### config.mk
export PLATFORM = sky130hd
export DESIGN_NAME = fir_out_decim_flat
export DESIGN_NICKNAME = d
export VERILOG_FILES = /design/src/rtl/fir_pkg.sv /design/src/rtl/fir_out_decim_if.sv /design/src/rtl/fir_sync_fifo.sv /design/src/rtl/fir_out_decim.sv /design/src/flat_wrapper.sv
export SDC_FILE = /design/constraint.sdc
export NUM_CORES = 1
export LEC_CHECK = 0
export ABC_AREA = 1
export CAP_MARGIN = 20
export CORE_MARGIN = 2
export CORE_UTILIZATION = 62
export CTS_BUF_LIST = sky130_fd_sc_hd__clkbuf_8
export CTS_CLUSTER_SIZE = 30
export DETAILED_ROUTE_END_ITERATION = 8
export PLACE_DENSITY = 0.92
export SLEW_MARGIN = 0
export SYNTH_ARGS = -nofsm -noshare
export SYNTH_HDL_FRONTEND = slang
export SYNTH_SLANG_ARGS = --single-unit
### constraint.sdc
create_clock -name clk -period 6.3 [get_ports clk]
set_input_delay 1.89 -clock clk [delete_from_list [all_inputs] [get_ports clk]]
set_output_delay 1.89 -clock clk [all_outputs]
set_load 0.02 [all_outputs]
### src/rtl/fir_pkg.sv
// Shared widths and the output saturation helper for the FIR block family.
package fir_pkg;
  localparam int FIR_IN_W  = 32;
  localparam int FIR_OUT_W = 16;
  localparam int SAT_MAX_W = 64;

  typedef struct packed {
    logic                        clip;
    logic signed [SAT_MAX_W-1:0] q;
  } sat_t;

  // Caller sign-extends its (IN_W+1)-bit value into the wide container.
  // q is clamped to the out_w-bit signed range; its low out_w bits are the result.
  function automatic sat_t sat_round(input logic signed [SAT_MAX_W-1:0] v, input int out_w);
    logic signed [SAT_MAX_W-1:0] hi, lo;
    sat_t r;
    hi     = (64'sd1 <<< (out_w - 1)) - 64'sd1;
    lo     = -(64'sd1 <<< (out_w - 1));
    r.clip = 1'b0;
    r.q    = v;
    if (v > hi) begin
      r.q    = hi;
      r.clip = 1'b1;
    end else if (v < lo) begin
      r.q    = lo;
      r.clip = 1'b1;
    end
    return r;
  endfunction
endpackage

### src/rtl/fir_out_decim_if.sv
// Valid/ready output stream of the decimator; master drives data/valid.
interface fir_out_decim_if #(parameter int OUT_W = fir_pkg::FIR_OUT_W);
  logic signed [OUT_W-1:0] out_data;
  logic                    out_valid;
  logic                    out_ready;

  modport master (output out_data, output out_valid, input out_ready);
  modport slave  (input out_data, input out_valid, output out_ready);
endinterface

### src/rtl/fir_sync_fifo.sv
// First-word-fall-through synchronous FIFO; writes when full are refused unless a read frees a slot.
module fir_sync_fifo #(
  parameter  int W     = 16,
  parameter  int DEPTH = 4,
  localparam int AW    = (DEPTH > 1) ? $clog2(DEPTH) : 1,
  localparam int LW    = $clog2(DEPTH) + 1
) (
  input  logic          clk,
  input  logic          rst,
  input  logic          wr_en,
  input  logic [W-1:0]  wr_data,
  input  logic          rd_en,
  output logic [W-1:0]  rd_data,
  output logic          full,
  output logic          empty,
  output logic [LW-1:0] level
);
  logic [W-1:0]  mem [DEPTH];
  logic [AW-1:0] wptr, rptr;
  logic          do_wr, do_rd;

  function automatic logic [AW-1:0] nxt(input logic [AW-1:0] p);
    return (p == AW'(DEPTH - 1)) ? '0 : p + 1'b1;
  endfunction

  assign empty   = (level == '0);
  assign full    = (level == LW'(DEPTH));
  assign do_rd   = rd_en && !empty;
  assign do_wr   = wr_en && (!full || do_rd);
  // Head reads as zero when empty so the output is clean after reset.
  assign rd_data = empty ? '0 : mem[rptr];

  always_ff @(posedge clk) begin
    if (rst) begin
      wptr  <= '0;
      rptr  <= '0;
      level <= '0;
    end else begin
      if (do_wr) wptr <= nxt(wptr);
      if (do_rd) rptr <= nxt(rptr);
      if (do_wr != do_rd) level <= do_wr ? level + 1'b1 : level - 1'b1;
    end
  end

  always_ff @(posedge clk) begin
    if (do_wr) mem[wptr] <= wr_data;
  end
endmodule

### src/rtl/fir_out_decim.sv
// FIR output stage: decimate, round-half-up, shift, saturate, buffer onto a valid/ready stream.
module fir_out_decim import fir_pkg::*; #(
  parameter  int IN_W  = FIR_IN_W,
  parameter  int OUT_W = FIR_OUT_W,
  parameter  int SHIFT = 8,
  parameter  int DECIM = 4,
  parameter  int DEPTH = 4,
  localparam int LW    = $clog2(DEPTH) + 1
) (
  input  logic                   clk,
  input  logic                   rst,
  input  logic signed [IN_W-1:0] y_in,
  input  logic                   y_valid,
  input  logic                   clr_flags,
  fir_out_decim_if.master        ob,
  output logic [LW-1:0]          fifo_level,
  output logic                   sat_flag,
  output logic                   ovf_flag
);
  localparam int PW = (DECIM > 1) ? $clog2(DECIM) : 1;
  localparam logic signed [IN_W:0] HALF = {{IN_W{1'b0}}, 1'b1} << (SHIFT - 1);

  logic [PW-1:0]          phase;
  logic                   keep;
  logic                   s1_vld;
  logic signed [IN_W:0]   rnd, s1_q;
  sat_t                   sat;
  logic [OUT_W-1:0]       fifo_rd;
  logic                   full, empty, pop;

  assign keep = y_valid && (phase == '0);
  // One extra bit so adding the rounding half never wraps.
  assign rnd  = {y_in[IN_W-1], y_in} + HALF;
  assign sat  = sat_round(SAT_MAX_W'(s1_q), OUT_W);
  assign pop  = !empty && ob.out_ready;

  always_ff @(posedge clk) begin
    if (rst) begin
      phase    <= '0;
      s1_vld   <= 1'b0;
      s1_q     <= '0;
      sat_flag <= 1'b0;
      ovf_flag <= 1'b0;
    end else begin
      if (y_valid) phase <= (phase == PW'(DECIM - 1)) ? '0 : phase + 1'b1;
      s1_vld <= keep;
      if (keep) s1_q <= rnd >>> SHIFT;
      // A set event in the same cycle as clr_flags takes priority.
      if (s1_vld && sat.clip)      sat_flag <= 1'b1;
      else if (clr_flags)          sat_flag <= 1'b0;
      if (s1_vld && full && !pop)  ovf_flag <= 1'b1;
      else if (clr_flags)          ovf_flag <= 1'b0;
    end
  end

  fir_sync_fifo #(.W(OUT_W), .DEPTH(DEPTH)) u_fifo (
    .clk     (clk),
    .rst     (rst),
    .wr_en   (s1_vld),
    .wr_data (sat.q[OUT_W-1:0]),
    .rd_en   (ob.out_ready),
    .rd_data (fifo_rd),
    .full    (full),
    .empty   (empty),
    .level   (fifo_level)
  );

  assign ob.out_data  = fifo_rd;
  assign ob.out_valid = !empty;
endmodule

### src/flat_wrapper.sv
// flat-port wrapper written by rule: the top's interface ports become plain ports
module fir_out_decim_flat import fir_pkg::*;
#(
  parameter  int IN_W  = FIR_IN_W,
  parameter  int OUT_W = FIR_OUT_W,
  parameter  int SHIFT = 8,
  parameter  int DECIM = 4,
  parameter  int DEPTH = 4,
  localparam int LW    = $clog2(DEPTH) + 1
)
  (clk, rst, y_in, y_valid, clr_flags, fifo_level, sat_flag, ovf_flag, ob_out_data, ob_out_valid, ob_out_ready);
  fir_out_decim_if #(.OUT_W(OUT_W)) ob_i ();
  input  logic clk;
  input  logic rst;
  input  logic signed [IN_W-1:0] y_in;
  input  logic y_valid;
  input  logic clr_flags;
  output logic [LW-1:0] fifo_level;
  output logic sat_flag;
  output logic ovf_flag;
  output wire logic [$bits(ob_i.out_data)-1:0] ob_out_data;
  output wire logic [$bits(ob_i.out_valid)-1:0] ob_out_valid;
  input wire logic [$bits(ob_i.out_ready)-1:0] ob_out_ready;
  assign ob_out_data = ob_i.out_data;
  assign ob_out_valid = ob_i.out_valid;
  assign ob_i.out_ready = ob_out_ready;
  fir_out_decim #(.IN_W(IN_W), .OUT_W(OUT_W), .SHIFT(SHIFT), .DECIM(DECIM), .DEPTH(DEPTH)) u_core (.clk(clk), .rst(rst), .y_in(y_in), .y_valid(y_valid), .clr_flags(clr_flags), .ob(ob_i), .fifo_level(fifo_level), .sat_flag(sat_flag), .ovf_flag(ovf_flag));
endmodule
==> flow_summary.toml <==
[yosys]
async_reset_ff_share_pct = 0
yosysMostFrequentCell = "nor2_1"
synth_top_area_cell = "edfxtp_1"
synth_seq_cells = 103
synthesis.area_mm2 = 0.00498
syn_nets = 629
synth-seq-area-share_pct = 54.2
yosys_warnings = 0
synth_edf_count = 64
synth_top_area_share_pct = 38.6
synthCells = 583
synth_cell_types = 35
synth_ff_type = "edfxtp_1"
synth_area_leaders = "edfxtp_1, dfxtp_1, nor2_1, o21ai_0, nand2_1"
synth.top_cells.by_count = "nor2_1, nand2_1, inv_1"
syn_avg_cell_area_um2 = 8.55

[global_routing]
grtUsageTotal_pct = 27.3
grt_pass1_wl_mm = 18.3
grt_max_degree = 34
antenna_found_initial = 0
grt_overflow = 0
grt_pass1_vias = 3960

[worst_setup_path]
r2r_setup_slack_ps = 3820
worst_path_max_delay_cell = "dfxtp_1"
arrival_ps = 2840
path_max_fanout = 17
critical_path_class = "register to primary output"
cp_data_required_time_ps = 4410
end_kind = "primary output"
startpoint_type = "register"
critical-path-max-stage-delay_ps = 790
cp_cell_sequence = "inv_1 -> nor2_1 -> o21ai_0 -> a21oi_1 -> clkdlybuf4s50_1"

[clock_network]
cts_resized = 0
postCtsSetupRepairBufs = 0
root_buffer = "clkbuf_8"
htree_levels = 3
numCtsBuffers = 9
path_clk_slew_ps = 100
cts-hold-fix-buffers = 0
cts_tree = "yes"
cts_sinks = 103
clk_latency_ps = 360
clock_path_buffers = 2

[cells_and_area]
post-route-cell-area_mm2 = 0.00578
synthToLayoutAreaGrowth_pct = 16.0
antennaDiodeCount = 0
nNetsFinal = 673
fill_cells = 557
drive_gt1_share_pct = 5.06

[floorplan]
io-pin-count = 59
core_mm2 = 0.00777
dieArea_mm2 = 0.00877
die_x_um = 93.6
num_rows = 32
start_util_pct = 64.1
fp.dieH_um = 93.6

[worst_hold_path]
min_path_type = "register to register"

[pwr]
combPwrFrac_pct = 30.0
seq_power_share_pct = 46.7
switching_share_pct = 33.3
ir_worst_vdd_mv = 0.125
p_sw_w = 0.000582
leakagePower_nw = 2.26
clkPwrFrac_pct = 23.3
powerDensity_mw_per_mm2 = 302
intPower_w = 0.00116

[run_status]
outcome = "completed"

[sta]
slew_viol_final = 0
relSlewSlack_pct = 38.3
worst_pin_slew_ps = 923
rsz0062_at_grt = "false"
post-route-period-util_pct = 75.1
tns_ps = 0
clock_skew_ps = 12.8
finalSetupViolCount = 0
hold_violations = 0
min_period_ps = 4730
fmax_ghz = 0.211

[routing]
via_per_inst = 5.63
wire_per_inst_um = 15.7
routed_wl_mm = 11.5
dr.pass1.iters = 5
drc = 0
ant_nets = 0
num_vias = 4133
drt-initial-drc-count = 357

[placement]
hpwl_mm = 8.05
post_dp_cell_area_mm2 = 0.00556
gp_congestion = 0.948
port_buffers = 51

[flow_run]
timing.max_cap.violations = 0
[routing by layer]
metal,GRT usage (%),part of all wire (%),vias up
met4,13.8,3.0,0
met2,49.7,53,186
met3,3.71,5.9,29
li1,-,-,2006
met5,0,0,-
met1,31.3,39,1912
[path summary, 6_finish.rpt]
path                                                      to  cells after the start                          from
worst min register to register  u_core.sat_flag$_SDFFE_PP0P_                      2  u_core.sat_flag$_SDFFE_PP0P_
worst min-delay path            u_core.sat_flag$_SDFFE_PP0P_                      2  u_core.sat_flag$_SDFFE_PP0P_
worst max-delay path                          ob_out_data[8]                      5                      register
worst max register to register  u_core.s1_q[23]$_SDFFE_PP0P_                      8  u_core.phase[0]$_SDFFE_PP0P_
[logic make-up after synthesis]
| logic type | count (synthesis) | synth area share (%) |
|---|---|---|
| adders and majority gates | 9 | 2.41 |
| and+or+nand+nor | 240 | 20.9 |
| AOI/OAI and AO/OA | 119 | 12.4 |
| DFF | 103 | 54.2 |
| xor gates and xnor gates | 14 | 2.46 |
| buffers and inverters | 98 | 7.53 |
[metrics by stage]
stage               cells  util, %  hold WS (ps)  total power [W]  worst slack, ps
floorplan             583        -           455          0.00112             2880
finish                734     74.4           484          0.00174             1570
global placement      717     71.6           452          0.00131             1970
detailed placement    717     71.6           469          0.00134             1810
CTS                   733     74.1           482          0.00173             1400
global route          734     74.4           523          0.00182             1440
[layout by cell type (no fill, tap or decap), types with 2 or more instances in the layout]
master	count
nand3_4	2
dfxtp_1	39
o21ai_1	2
ha_1	8
xor2_1	8
nor2_2	2
nor2_1	113
nand2_1	76
o31ai_1	2
inv_6	2
buf_4	4
nor3_1	7
clkdlybuf4s50_1	51
nand3_1	22
a21oi_1	41
inv_2	2
nand4_1	7
edfxtp_1	64
clkbuf_8	9
o21ai_0	68
xnor2_1	6
clkinv_1	2
nand3b_1	3
o211ai_1	4
inv_1	72
[sequential cells by signal, summed over array words and instances (netlist names), named ones only]
name,count
u_core.u_fifo.mem,64
u_core.sat_flag,1
u_core.u_fifo.level,3
u_core.s1_q,25
u_core.s1_vld,1
u_core.ovf_flag,1
u_core.phase,2
u_core.u_fifo.rptr,2
u_core.u_fifo.wptr,2
[power by group through the flow]
stage               registers (W)  clock network, W  logic, W
detailed placement       0.000840                 0  0.000496
global route             0.000820          0.000430  0.000569
CTS                      0.000825          0.000404  0.000500
finish                   0.000815          0.000407  0.000523
floorplan                0.000816                 0  0.000309
global placement         0.000837                 0  0.000471
[final cells by class]
| class | instances | area (um2) | share of cell area [%] |
|---|---|---|---|
| sequential | 103 | 2700 | 46.8 |
| multi-input combinational | 382 | 1900 | 32.9 |
| timing repair buffer | 56 | 568 | 9.83 |
| inverter | 75 | 283 | 4.89 |
| tap | 102 | 128 | 2.21 |
| clock buffer | 9 | 124 | 2.14 |
| clock inverter | 7 | 71.3 | 1.23 |
[worst max-delay path: cells and delay by family, from the launching register on]
kind	cells	cell delay (ps)
AOI/OAI and AO/OA	2	340
buffers and inverters	2	1130
DFF	1	790
and+or+nand+nor	1	220
Power figures use the tool's default switching activity.
